[config.mk]
export PLATFORM = sky130hd
export DESIGN_NAME = csa_resolver
export DESIGN_NICKNAME = d
export VERILOG_FILES = /design/src/rtl/csa_resolver.sv
export SDC_FILE = /design/constraint.sdc
export NUM_CORES = 1
export LEC_CHECK = 0
export BUFFER_PORTS_ARGS = -buffer_cell sky130_fd_sc_hd__buf_4
export CAP_MARGIN = 20
export CORE_ASPECT_RATIO = 0.7
export CORE_MARGIN = 3
export CORE_UTILIZATION = 57
export DETAILED_ROUTE_END_ITERATION = 10
export GPL_ROUTABILITY_DRIVEN = 0
export PLACE_DENSITY_LB_ADDON = 0.1
export SYNTH_ARGS = -nofsm -noshare
export SYNTH_HDL_FRONTEND = slang
export SYNTH_SLANG_ARGS = --single-unit
[constraint.sdc]
create_clock -name clk -period 4.27 [get_ports clk]
set_clock_uncertainty 0.1 [all_clocks]
set_input_delay 0.427 -clock clk [delete_from_list [all_inputs] [get_ports clk]]
set_output_delay 0.427 -clock clk [all_outputs]
set_load 0.005 [all_outputs]
[src/rtl/csa_resolver.sv]
// Carry-save resolver: adds a sum/carry vector pair CHUNK bits per cycle and
// holds the WIDTH-bit result plus carry-out under a valid/ready handshake.
module csa_resolver #(
  parameter int unsigned WIDTH = 64,
  parameter int unsigned CHUNK = 16
) (
  input  logic             clk,
  input  logic             rst_n,
  input  logic [WIDTH-1:0] in_sum,
  input  logic [WIDTH-1:0] in_carry,
  input  logic             in_valid,
  output logic             in_ready,
  output logic [WIDTH-1:0] result,
  output logic             carry_out,
  output logic             out_valid,
  input  logic             out_ready,
  output logic             busy
);

  localparam int unsigned NChunks = WIDTH / CHUNK;
  localparam int unsigned IdxW    = (NChunks > 1) ? $clog2(NChunks) : 1;
  localparam logic [IdxW-1:0] LastIdx = IdxW'(NChunks - 1);

  if (WIDTH % CHUNK != 0) begin : gen_bad_chunk
    $error("csa_resolver: WIDTH must be a multiple of CHUNK");
  end

  typedef enum logic [1:0] {StIdle, StAdd, StDone} state_e;

  state_e            state_q, state_d;
  logic [WIDTH-1:0]  opa_q, opa_d, opb_q, opb_d;
  logic [WIDTH-1:0]  result_q, result_d;
  logic [IdxW-1:0]   idx_q, idx_d;
  logic              rc_q, rc_d;
  logic              cout_q, cout_d;
  logic              valid_q, valid_d;
  logic [CHUNK:0]    chunk_sum;
  logic              last_chunk;

  // Operands shift down each cycle so the active chunk is always the low CHUNK bits.
  assign chunk_sum  = {1'b0, opa_q[CHUNK-1:0]} + {1'b0, opb_q[CHUNK-1:0]}
                    + {{CHUNK{1'b0}}, rc_q};
  assign last_chunk = (idx_q == LastIdx);

  always_ff @(posedge clk or negedge rst_n) begin
    if (!rst_n) begin
      state_q <= StIdle;
    end else begin
      state_q <= state_d;
    end
  end

  always_comb begin
    state_d = state_q;
    unique case (state_q)
      StIdle:  if (in_valid)   state_d = StAdd;
      StAdd:   if (last_chunk) state_d = StDone;
      StDone:  if (out_ready)  state_d = StIdle;
      default: state_d = StIdle;
    endcase
  end

  always_comb begin
    in_ready = (state_q == StIdle);
    busy     = (state_q != StIdle);
  end

  always_comb begin
    opa_d    = opa_q;
    opb_d    = opb_q;
    result_d = result_q;
    idx_d    = idx_q;
    rc_d     = rc_q;
    cout_d   = cout_q;
    valid_d  = valid_q;
    unique case (state_q)
      StIdle: begin
        if (in_valid) begin
          opa_d = in_sum;
          opb_d = in_carry;
          idx_d = '0;
          rc_d  = 1'b0;
        end
      end
      StAdd: begin
        result_d[idx_q*CHUNK +: CHUNK] = chunk_sum[CHUNK-1:0];
        rc_d  = chunk_sum[CHUNK];
        idx_d = idx_q + 1'b1;
        opa_d = opa_q >> CHUNK;
        opb_d = opb_q >> CHUNK;
        if (last_chunk) begin
          cout_d  = chunk_sum[CHUNK];
          valid_d = 1'b1;
        end
      end
      StDone: begin
        if (out_ready) valid_d = 1'b0;
      end
      default: ;
    endcase
  end

  always_ff @(posedge clk or negedge rst_n) begin
    if (!rst_n) begin
      opa_q    <= '0;
      opb_q    <= '0;
      result_q <= '0;
      idx_q    <= '0;
      rc_q     <= 1'b0;
      cout_q   <= 1'b0;
      valid_q  <= 1'b0;
    end else begin
      opa_q    <= opa_d;
      opb_q    <= opb_d;
      result_q <= result_d;
      idx_q    <= idx_d;
      rc_q     <= rc_d;
      cout_q   <= cout_d;
      valid_q  <= valid_d;
    end
  end

  assign result    = result_q;
  assign carry_out = cout_q;
  assign out_valid = valid_q;

endmodule

==> Word level (Yosys, flattened, before mapping) <==
Index checks and enable logic that the tools add are counted.
{ "word_totals": {"inputBits": 132, "ram_bits": 0, "memories": 0, "latch_bits": 0, "ff_bits": 199, "rom_bits": 0, "wordCells": 44} }
{ "classes": {"n_mux": 16, "order_cmp": 0, "n_shift": 2, "n_addsub": 4, "div_mod_pow": 0, "reduce_logical": 8, "bitwise": 0, "n_eq_ne": 6, "n_mul": 0} }
{ "op_table": {"columns": ["op", "count"], "rows": [
  ["one-hot mux 64 bit (2 select lines)", 2],
  ["two-way mux 64 bit", 2],
  ["bitwise mux 64 bit", 1],
  ["variable shift 16 x 34 -> 64 bit (first input constant)", 1],
  ["variable part select 16 x 34 -> 64 bit", 1],
  ["negator 6 -> 34 bit", 1],
  ["adder 16 x 16 -> 17 bit", 1],
  ["adder 17 x 1 -> 17 bit", 1],
  ["two-way mux 2 bit", 4],
  ["inequality test 2 bit (second input constant)", 3],
  ["one-hot mux 2 bit (3 select lines)", 1],
  ["AND reduction 3 bit", 2],
  ["nonzero test 2 bit", 3],
  ["equality test 2 bit (second input constant)", 2],
  ["one-hot mux 1 bit (2 select lines)", 2],
  ["one-hot mux 2 bit (2 select lines)", 1],
  ["AND reduction 2 bit", 2],
  ["two-way mux 1 bit", 3],
  ["adder 2 x 1 -> 2 bit (second input constant)", 1],
  ["equality test 2 x 1 -> 1 bit (second input constant)", 1],
  ["zero test 2 bit", 1]
]} }

==> Longest topological paths before layout <==
Gate-level depths: netlist of the first run.
{ "logic_depth": {"ltp_word": 4, "depth_mapped": 8} }

==> Least setup slack after synthesis of the first run <==
OpenSTA, ideal clock, no wires.
{ "synth_timing": {"kind": "reg2reg", "startpoint": "register opa_q[0]", "endpoint": "register result_q[10], in the netlist result[10]", "t_required_ps": 4049, "arrival_time_ps": 2334, "synth_period_minus_slack_ps": 2555, "setup_slack_ps": 1715, "stages_incl_launch_ff": 9, "path_cell_list": "dfrtp_1 > fa_1 > fa_1 > a21oi_1 > o21ai_1 > a21oi_1 > o311ai_1 > xor2_1 > a22o_1"} }
{ "synth_via": {"elab_chain_len": 4} }
{ "synth_rtl": {"columns": ["element", "line", "rtl"], "rows": [
  ["start, declared", "31", "logic [WIDTH-1:0] opa_q, opa_d, opb_q, opb_d;"],
  ["start signal, assigned", "113", "opa_q <= opa_d;"],
  ["adder 16 x 16 -> 17 bit", "41", "assign chunk_sum = {1'b0, opa_q[CHUNK-1:0]} + {1'b0, opb_q[CHUNK-1:0]}"],
  ["adder 17 x 1 -> 17 bit", "42", "+ {{CHUNK{1'b0}}, rc_q};"],
  ["variable part select 16 x 34 -> 64 bit", "86", "result_d[idx_q*CHUNK +: CHUNK] = chunk_sum[CHUNK-1:0];"],
  ["bitwise mux 64 bit", "86", null],
  ["end signal, assigned", "115", "result_q <= result_d;"],
  ["end, declared", "32", "logic [WIDTH-1:0] result_q, result_d;"]
]} }
Every way passes these cells.
A chain may end at the register's enable or synchronous reset.

==> Worst setup path in the final report of the first run <==
{ "layout_timing": {"startpoint": "register state_q[1]", "endpoint": "register result_q[11], in the netlist result[11]"} }
{ "layout_via": {"elab_chain_len": 1} }
{ "layout_rtl": {"columns": ["element", "line", "rtl"], "rows": [
  ["start, declared", "30", "state_e state_q, state_d;"],
  ["start signal, assigned", "47", "state_q <= StIdle;"],
  ["start signal, assigned", "49", "state_q <= state_d;"],
  ["equality test 2 x 1 -> 1 bit", "76", "unique case (state_q)"]
]} }
Every way passes these cells.

==> flow_summary.ini, run 1 <==
[yosys]
synth_fp_nets = 1116
ys_top_cells_by_area = dfrtp_1, a22oi_1, nor2b_1
ys_seq_area_share_pct = 51.7
yosysMostFrequentCell = dfrtp_1
avgSynthCellArea_um2 = 10.0
netlist_area_um2 = 9630
synth_cell_types = 48
yosys-top-cells-count = dfrtp_1, o21ai_0, a21oi_1
syn-instance-count = 961
synth-edff-count = 0
yosysTopAreaCellShare_pct = 51.7
async_reset_ff_share_pct = 100
synth.ff_latch_count = 199
synth_top_flop_cell = dfrtp_1
ys_warn_count = 0
yosys.area.top_type = dfrtp_1

[grt]
grt_pass1_vias = 7834
antenna_found_initial = 0
grt-ovfl-total = 0
grt_max_degree = 123
grtUsageTotal_pct = 29.3
grt_pass1_wl_um = 42700

[sta]
setup_slack_ps = 1100
tightest_slew_ps = 1100
fmax_mhz = 316
rsz0062_at_grt = false
finalCritPeriodShare_pct = 74.2
finalHoldViolCount = 0
fin_crit_ps = 3170
setup_viol = 0
max_slew_margin_pct = 26.6
whs_ps = 5.01
finalMaxSlewViolations = 0
tns_ps = 0

[critical_path]
arrival_ps = 3430
path_max_fanout = 98
reg2reg_slack_ps = 1100
critPathKind = reg -> reg
cp-end-kind = flip-flop
startpoint_type = flip-flop
worstPathRequired_ps = 4530

[clock_tree]
cts_sinks = 199
cts_hold_buf = 0
cts_made_buffers = 17
clock_path_buffers = 2
htreeDepth = 4
cts_tree = yes
cts_resized = 0
post_cts_buffers = 0
clkLatencyLatePin_ps = 440
cts_root_buf = clkbuf_16
clk_pin_slew_ps = 70

[die]
die_height_um = 115
ios = 200
initial_utilization_pct = 58.6
die_width_um = 161
fp.dieArea_um2 = 18500
core_um2 = 16400
num_rows = 39

[power]
leakage_nw = 5.45
cellPowerDensity_nw_per_um2 = 705
ir_worst_vdd_uv = 496
power_mw = 8.36

[min_path]
min_path_type = in -> async

[layout]
drive_gt1_share_pct = 22.5
fillers = 1247
antenna_cells = 0
nets = 1266
syn2layout_area_growth_pct = 23.1
final_cells = 1349

[placed_design]
post-place-cells = 1316
pre_cts_slack_ps = 1160
hpwl_um = 18400
io_buffers = 199

[drt]
vias_per_cell = 6.19
dr_total_vias = 8351
first_iter_violations = 911
drc_errors = 0
wl_um = 27600
drtPass1Iterations = 5
ant_nets = 0
wl_per_cell_um = 20.4

[status]
outcome = complete, no violations

[run]
max-cap-violations = 0
## sequential cells by signal, indices dropped and copies added, names as in the netlist
signal / flops
opa_q: 64
opb_q: 64
result: 64
idx_q: 2
state_q: 2
carry_out: 1
out_valid: 1
rc_q: 1
## per-layer routing
| layer | global-route usage (%) | part of all wire, % |
|---|---|---|
| met1 | 46.2 | 46 |
| met3 | 8.32 | 9.9 |
| met5 | 0 | 0 |
| met4 | 7.16 | 1.4 |
| met2 | 40.0 | 43 |
## report_power, final
group	leakage (nW)	internal [mW]	total, mW	switching (mW)
sequential	2.66	2.57	3.17	0.597
combinational	2.50	1.46	3.55	2.09
clock	0.295	0.896	1.64	0.749
## stage by stage
step                      area [µm²]  util, %
final                          11900     72.1
after global routing           11900     72.1
after CTS                      11800     71.9
after detailed placement       11200     68.3
after global placement         11200     68.3
after floorplan                 9630        -
## worst paths after layout
path,from,to,depth (start not counted)
setup / recovery,state_q[1],result[11],5
hold reg to reg,result[31],result[31],2
hold / removal,rst_n,result[18],1
setup reg to reg,state_q[1],result[11],5
max in group asynchronous,rst_n,opa_q[17],2
min in group clk,out_ready,state_q[1],2
## kinds of logic (layout without fill, tap and decap cells)
group | Yosys count | after routing | share of synthesized area [%]
AOI/OAI and AO/OA | 434 | 434 | 28.7
DFF | 199 | 199 | 51.7
adders and majority gates | 23 | 23 | 3.14
buffers and inverters | 91 | 254 | 3.62
xor gates and xnor gates | 11 | 11 | 1.00
muxes | 2 | 2 | 0.208
and+or+nand+nor | 201 | 201 | 11.6
## cell usage in the layout, fill, tap and decap left out, drive strengths merged, types with 4 or more instances in the layout
cell type  instances
nor2              16
a21oi            112
or4                4
nor2b            100
nand2             45
clkbuf            19
nand3              7
dfrtp            199
inv               20
a22o              68
o21ai            129
xnor2              9
ha                21
nor3              10
nand4              7
a22oi            100
a221oi             4
o211ai             4
buf              209
## area by class of cell
cell class | count | area, µm² | share of cell area (%)
Multi-Input combinational cell | 671 | 4320 | 36.4
Tap cell | 225 | 282 | 2.37
Timing Repair Buffer | 210 | 1630 | 13.7
Inverter | 12 | 45.0 | 0.380
Sequential cell | 199 | 4980 | 42.0
Clock buffer | 18 | 439 | 3.70
Clock inverter | 14 | 159 | 1.34
## critical path, stage by stage, from the launching register on
cell and delay (ps):
dfrtp_4 600, and2b_4 340, buf_4 810, nand4_1 560, or4_1 560, nand3_1 90
Note: power is estimated with default switching activity, not from simulation.
==> run 2, diff against run 1 <==
--- a/config.mk
+++ b/config.mk
@@ -5,11 +5,12 @@
 export SDC_FILE = /design/constraint.sdc
 export NUM_CORES = 1
 export LEC_CHECK = 0
+export ABC_AREA = 1
 export BUFFER_PORTS_ARGS = -buffer_cell sky130_fd_sc_hd__buf_4
 export CAP_MARGIN = 20
 export CORE_ASPECT_RATIO = 0.7
 export CORE_MARGIN = 3
-export CORE_UTILIZATION = 57
+export CORE_UTILIZATION = 50
 export DETAILED_ROUTE_END_ITERATION = 10
 export GPL_ROUTABILITY_DRIVEN = 0
 export PLACE_DENSITY_LB_ADDON = 0.1
==> constraint.sdc (replaced) <==
create_clock -name clk -period 2.6 [get_ports clk]
set_clock_uncertainty 0.1 [all_clocks]
set_input_delay 0.26 -clock clk [delete_from_list [all_inputs] [get_ports clk]]
set_output_delay 0.26 -clock clk [all_outputs]
set_load 0.005 [all_outputs]
==> flow_summary.ini, run 2 <==
[power]
combPwrFrac_pct = 51.2
p_seq_share_pct = 32.9
p_sw_mw = 7.58
p_clk_share_pct = 15.9
leakage_nw = 6.23
internal-power_mw = 8.52
swShare_pct = 47.1
cellPowerDensity_nw_per_um2 = 1300
ir_worst_vdd_uv = 616

[clock_tree]
cts_sinks = 199
clkLatencyLatePin_ps = 440
cts_root_buf = clkbuf_16
htreeDepth = 4
post_cts_buffers = 0
cts_made_buffers = 17
clock_path_buffers = 2
clk_pin_slew_ps = 80
cts_tree = yes

[drt]
wl_per_cell_um = 17.6
vias_per_cell = 5.58
ant_nets = 0
first_iter_violations = 984
drtPass1Iterations = 5
wl_um = 28700
dr_total_vias = 9084
drc_errors = 0

[sta]
setup_slack_ps = 259
whs_ps = 6.61
tightest_slew_ps = 837
fin_crit_ps = 2340
finalHoldViolCount = 0
tns_ps = 0
finalCritPeriodShare_pct = 90.0
max_slew_margin_pct = 44.2
rsz0062_at_grt = false
fmax_mhz = 427
finalMaxSlewViolations = 0
setup_viol = 0

[grt]
grt_max_degree = 131
grt_pass1_wl_um = 45700
grt-ovfl-total = 0
grtUsageTotal_pct = 27.8
grt_pass1_vias = 8792
antenna_found_initial = 0

[critical_path]
path_max_fanout = 3
reg2reg_slack_ps = 260
arrival_ps = 2610
crit_chain = fa_1 > fa_2 > nand3_1 > nand3_1 > nand2_1 > nand2_1 > xor2_1 > nand2_1 > nor2_1 > nand2_1 > nand2_1
critPathKind = reg -> reg
r2r_end = result[56]
worstPathRequired_ps = 2870
cp-end-kind = flip-flop
max_stage_delay_ps = 490
cpMaxStageDelayCell = fa_1
startpoint_type = flip-flop
cpMostUsedCell = nand2_1
reg2reg_depth = 11
r2r-start = opa_q[0]

[yosys]
netlist_area_um2 = 9620
synth_top_flop_cell = dfrtp_1
avgSynthCellArea_um2 = 8.26
synth_cell_types = 34
ys_top_cells_by_area = dfrtp_1, nand3_1, o21ai_0
synth_fp_nets = 1319
yosysTopAreaCellShare_pct = 51.8
yosys-top-cells-count = nand2_1, dfrtp_1, nand3_1
async_reset_ff_share_pct = 100
yosysMostFrequentCell = nand2_1
yosys.area.top_type = dfrtp_1
ys_seq_area_share_pct = 51.8
synth-edff-count = 0
syn-instance-count = 1164
ys_warn_count = 0
synth.ff_latch_count = 199

[die]
ios = 200
initial_utilization_pct = 52.2
fp.dieArea_um2 = 21000
die_height_um = 122
core_um2 = 18400
die_width_um = 172
num_rows = 41

[layout]
syn2layout_area_growth_pct = 28.7
nets = 1533
layout_common_cells = nand2_1, buf_4, dfrtp_1, nand3_1, o21ai_0
antenna_cells = 0
final_common_cell = nand2_1
fillers = 1552
drive_gt1_share_pct = 19.1
final_cells = 1627

[placed_design]
io_buffers = 199
post-place-cells = 1540
pre_cts_slack_ps = 186
hpwl_um = 19300

[status]
outcome = complete, no violations

[run]
max-cap-violations = 0

[min_path]
hold_depth = 3
min-delay-start = in_carry[27]
timing.hold.worst_endpoint = opb_q[27]
min_path_type = in -> reg
-- run 2: cell types whose count changed after synthesis, moves of 10 or more --
| cell | delta |
|---|---|
| nor2b_1 | -100 |
| clkbuf_1 | -37 |
| a21oi_1 | -102 |
| inv_1 | +35 |
| o21ai_1 | +25 |
| a22oi_1 | -100 |
| o21ai_0 | +61 |
| nand4_1 | +10 |
| nor2_1 | +99 |
| nand3_1 | +180 |
| nand2_1 | +193 |
| a22o_1 | -63 |
| buf_2 | +34 |
-- run 2: final cells by class --
type                            instances  area, µm²  area share, %
Tap cell                              236        295           2.39
Sequential cell                       199       4980           40.2
Inverter                               50        190           1.54
Clock buffer                           17        425           3.44
Timing Repair Buffer                  275       2260           18.2
Multi-Input combinational cell        835       4090           33.0
Clock inverter                         15        144           1.16
-- run 2: cells by family after synthesis --
| family | count (synthesis) | synth area share, % |
|---|---|---|
| AOI/OAI and AO/OA | 234 | 12.5 |
| xor gates and xnor gates | 8 | 0.728 |
| adders and majority gates | 23 | 3.15 |
| buffers and inverters | 130 | 5.83 |
| DFF | 199 | 51.8 |
| and+or+nand+nor | 570 | 26.0 |
-- run 2: worst max path at each step --
stage                     slack [ps]  cells past startpoint    endpoint      from
after floorplan                  400                     11  result[56]  opa_q[0]
after global placement           250                     11  result[24]  opa_q[0]
after detailed placement         190                     11  result[56]  opa_q[0]
after CTS                        180                     11  result[56]  opa_q[0]
after global routing              40                     10   carry_out  opa_q[0]
final                            260                     11  result[56]  opa_q[0]
-- run 2: power by group through the flow --
stage / logic, mW / clock network [mW] / registers (mW)
5_1_grt: 9.33 / 2.72 / 5.42
3_5_place_dp: 8.07 / 0 / 5.30
3_3_place_gp: 7.97 / 0 / 5.29
6_report: 8.24 / 2.56 / 5.30
4_1_cts: 8.21 / 2.59 / 5.26
2_1_floorplan: 5.69 / 0 / 5.04
-- run 2: metal layers --
layer / GRT usage, % / part of all wire [%]
met1: 41.4 / 46
met2: 41.7 / 44
met3: 7.10 / 8.8
met4: 5.38 / 1.0
met5: 0 / 0
-- run 2: repair_timing --
item / in CTS / in global routing
endpoints found under the hold margin: 118 / 0
resized for setup: 0 / 1
hold buffers: 55 / 0
endpoints found under the setup margin: 0 / 1
-- run 2: worst max-delay path: cells and delay by family (launching register included) --
family / cells / cell delay (ps)
flip-flops: 1 / 400
XOR/XNOR: 1 / 160
AND/OR/NAND/NOR: 8 / 750
adder cells (fa/ha/maj): 2 / 870
-- run 2: per-stage QoR --
stage | utilization [%] | total power, mW | cell area [µm²]
floorplan | - | 10.7 | 9620
global placement | 61.1 | 13.3 | 11300
detailed placement | 61.1 | 13.4 | 11300
CTS | 67.2 | 16.1 | 12400
global route | 67.2 | 17.5 | 12400
finish | 67.2 | 16.1 | 12400
==> run 3, diff against run 2 <==
--- a/config.mk
+++ b/config.mk
@@ -6,7 +6,7 @@
 export NUM_CORES = 1
 export LEC_CHECK = 0
 export ABC_AREA = 1
-export BUFFER_PORTS_ARGS = -buffer_cell sky130_fd_sc_hd__buf_4
+export BUFFER_PORTS_ARGS = -buffer_cell sky130_fd_sc_hd__buf_2
 export CAP_MARGIN = 20
 export CORE_ASPECT_RATIO = 0.7
 export CORE_MARGIN = 3
==> flow_summary.ini, run 3 (synthesis gave the netlist of run 2 again) <==
[sta]
fin_crit_ps = 2390
tightest_slew_ps = 854
max_slew_margin_pct = 43.1
rsz0062_at_grt = false
tns_ps = 0
finalHoldViolCount = 0
setup_slack_ps = 212
finalCritPeriodShare_pct = 91.9
finalMaxSlewViolations = 0
setup_viol = 0
fmax_mhz = 419

[layout]
layout_common_cells = nand2_1, dfrtp_1, buf_2, nand3_1, o21ai_0
drive_gt1_share_pct = 18.8
antenna_cells = 0
nets = 1553
syn2layout_area_growth_pct = 26.0
final_common_cell = nand2_1

[die]
initial_utilization_pct = 52.2
die_height_um = 122
fp.dieArea_um2 = 21000
die_width_um = 172
ios = 200
core_um2 = 18400
num_rows = 41

[drt]
dr_total_vias = 9047
wl_per_cell_um = 17.1
wl_um = 28200
vias_per_cell = 5.49
drc_errors = 0
first_iter_violations = 841
drtPass1Iterations = 5
ant_nets = 0

[power]
leakage_nw = 6.22
cellPowerDensity_nw_per_um2 = 1320
ir_worst_vdd_uv = 767

[clock_tree]
cts_tree = yes
clk_pin_slew_ps = 80
clock_path_buffers = 2
clkLatencyLatePin_ps = 450
cts_root_buf = clkbuf_16
cts_made_buffers = 17
cts_sinks = 199
htreeDepth = 4

[critical_path]
arrival_ps = 2670
reg2reg_depth = 11
r2r-start = opa_q[0]
path_max_fanout = 3
startpoint_type = flip-flop
crit_path_start = opa_q[0]
max_stage_delay_ps = 490
cp-end-kind = flip-flop
cpMostUsedCell = nand2_1
cpMaxStageDelayCell = fa_1
crit_chain = fa_1 > fa_2 > nand3_1 > nand3_1 > nand2_1 > nand2_1 > xor2_1 > nand2_1 > nor2_1 > nand2_1 > nand2_1
critPathKind = reg -> reg
worstPathRequired_ps = 2880

[grt]
grt_pass1_vias = 8684
grt-ovfl-total = 0
antenna_found_initial = 0
grtUsageTotal_pct = 27.3
grt_pass1_wl_um = 44800
grt_max_degree = 131

[run]
max-cap-violations = 0

[placed_design]
hpwl_um = 18900
io_buffers = 199
pre_cts_slack_ps = 185

[min_path]
hold_depth = 3
min-delay-start = in_carry[18]
min_path_type = in -> reg

[status]
outcome = complete, no violations
run 3: changes by cell type in the layout (fill, tap and decap cells not counted), sizes merged:
cell         before  now
inv              55   60
clkinv            8    5
dlygate4sd3      55   75
clkinvlp          2    0
run 3: cell type report:
class,count,area [µm²]
fill,1586,6300
sequential,199,4980
multi-input combinational,835,4090
timing repair buffer,295,1950
clock buffer,17,425
tap,236,295
clock inverter,15,191
inverter,50,190
run 3: what timing repair did:
item                       in CTS  in global routing
setup endpoints to repair       0                  2
hold endpoints to repair      133                  0
resized for setup               0                  1
hold buffers                   75                  0
buffers inserted                0                  0
run 3: path summary, 6_finish.rpt:
path | end | slack [ps]
setup / recovery | result[56] | 210
hold / removal | opb_q[18] | 6
setup reg to reg | result[56] | 210
hold reg to reg | result[45] | 380
max in group asynchronous | opb_q[17] | 1350
min in group asynchronous | opa_q[37] | 260
run 3: power breakdown:
part	switching, mW	internal (mW)
Combinational	5.37	2.63
Sequential	0.844	4.42
Clock	1.42	1.33
run 3: metal layers:
| metal | track usage [%] | up-vias | part of all wire, % |
|---|---|---|---|
| li1 | - | 4371 | - |
| met1 | 41.9 | 4316 | 49 |
| met2 | 39.1 | 328 | 43 |
| met3 | 6.94 | 32 | 7.8 |
| met4 | 6.23 | 0 | 1.2 |
| met5 | 0 | - | 0 |
run 3: worst max-delay path, delay by kind of cell, from the launching register on:
family / cells / cell delay, ps
adder cells (fa/ha/maj): 2 / 890
AND/OR/NAND/NOR: 8 / 760
flip-flops: 1 / 400
XOR/XNOR: 1 / 160
run 3: stage by stage:
stage | cells | utilization (%) | total power [mW] | hold WS (ps) | cell area (µm²)
floorplan | 1164 | - | 10.7 | -136 | 9620
global placement | 1540 | 58.4 | 13.0 | 183 | 10700
detailed placement | 1540 | 58.4 | 13.1 | 174 | 10700
CTS | 1647 | 65.8 | 16.0 | 0.120 | 12100
global route | 1647 | 65.8 | 17.4 | 7.60 | 12100
finish | 1647 | 65.8 | 16.0 | 6.00 | 12100
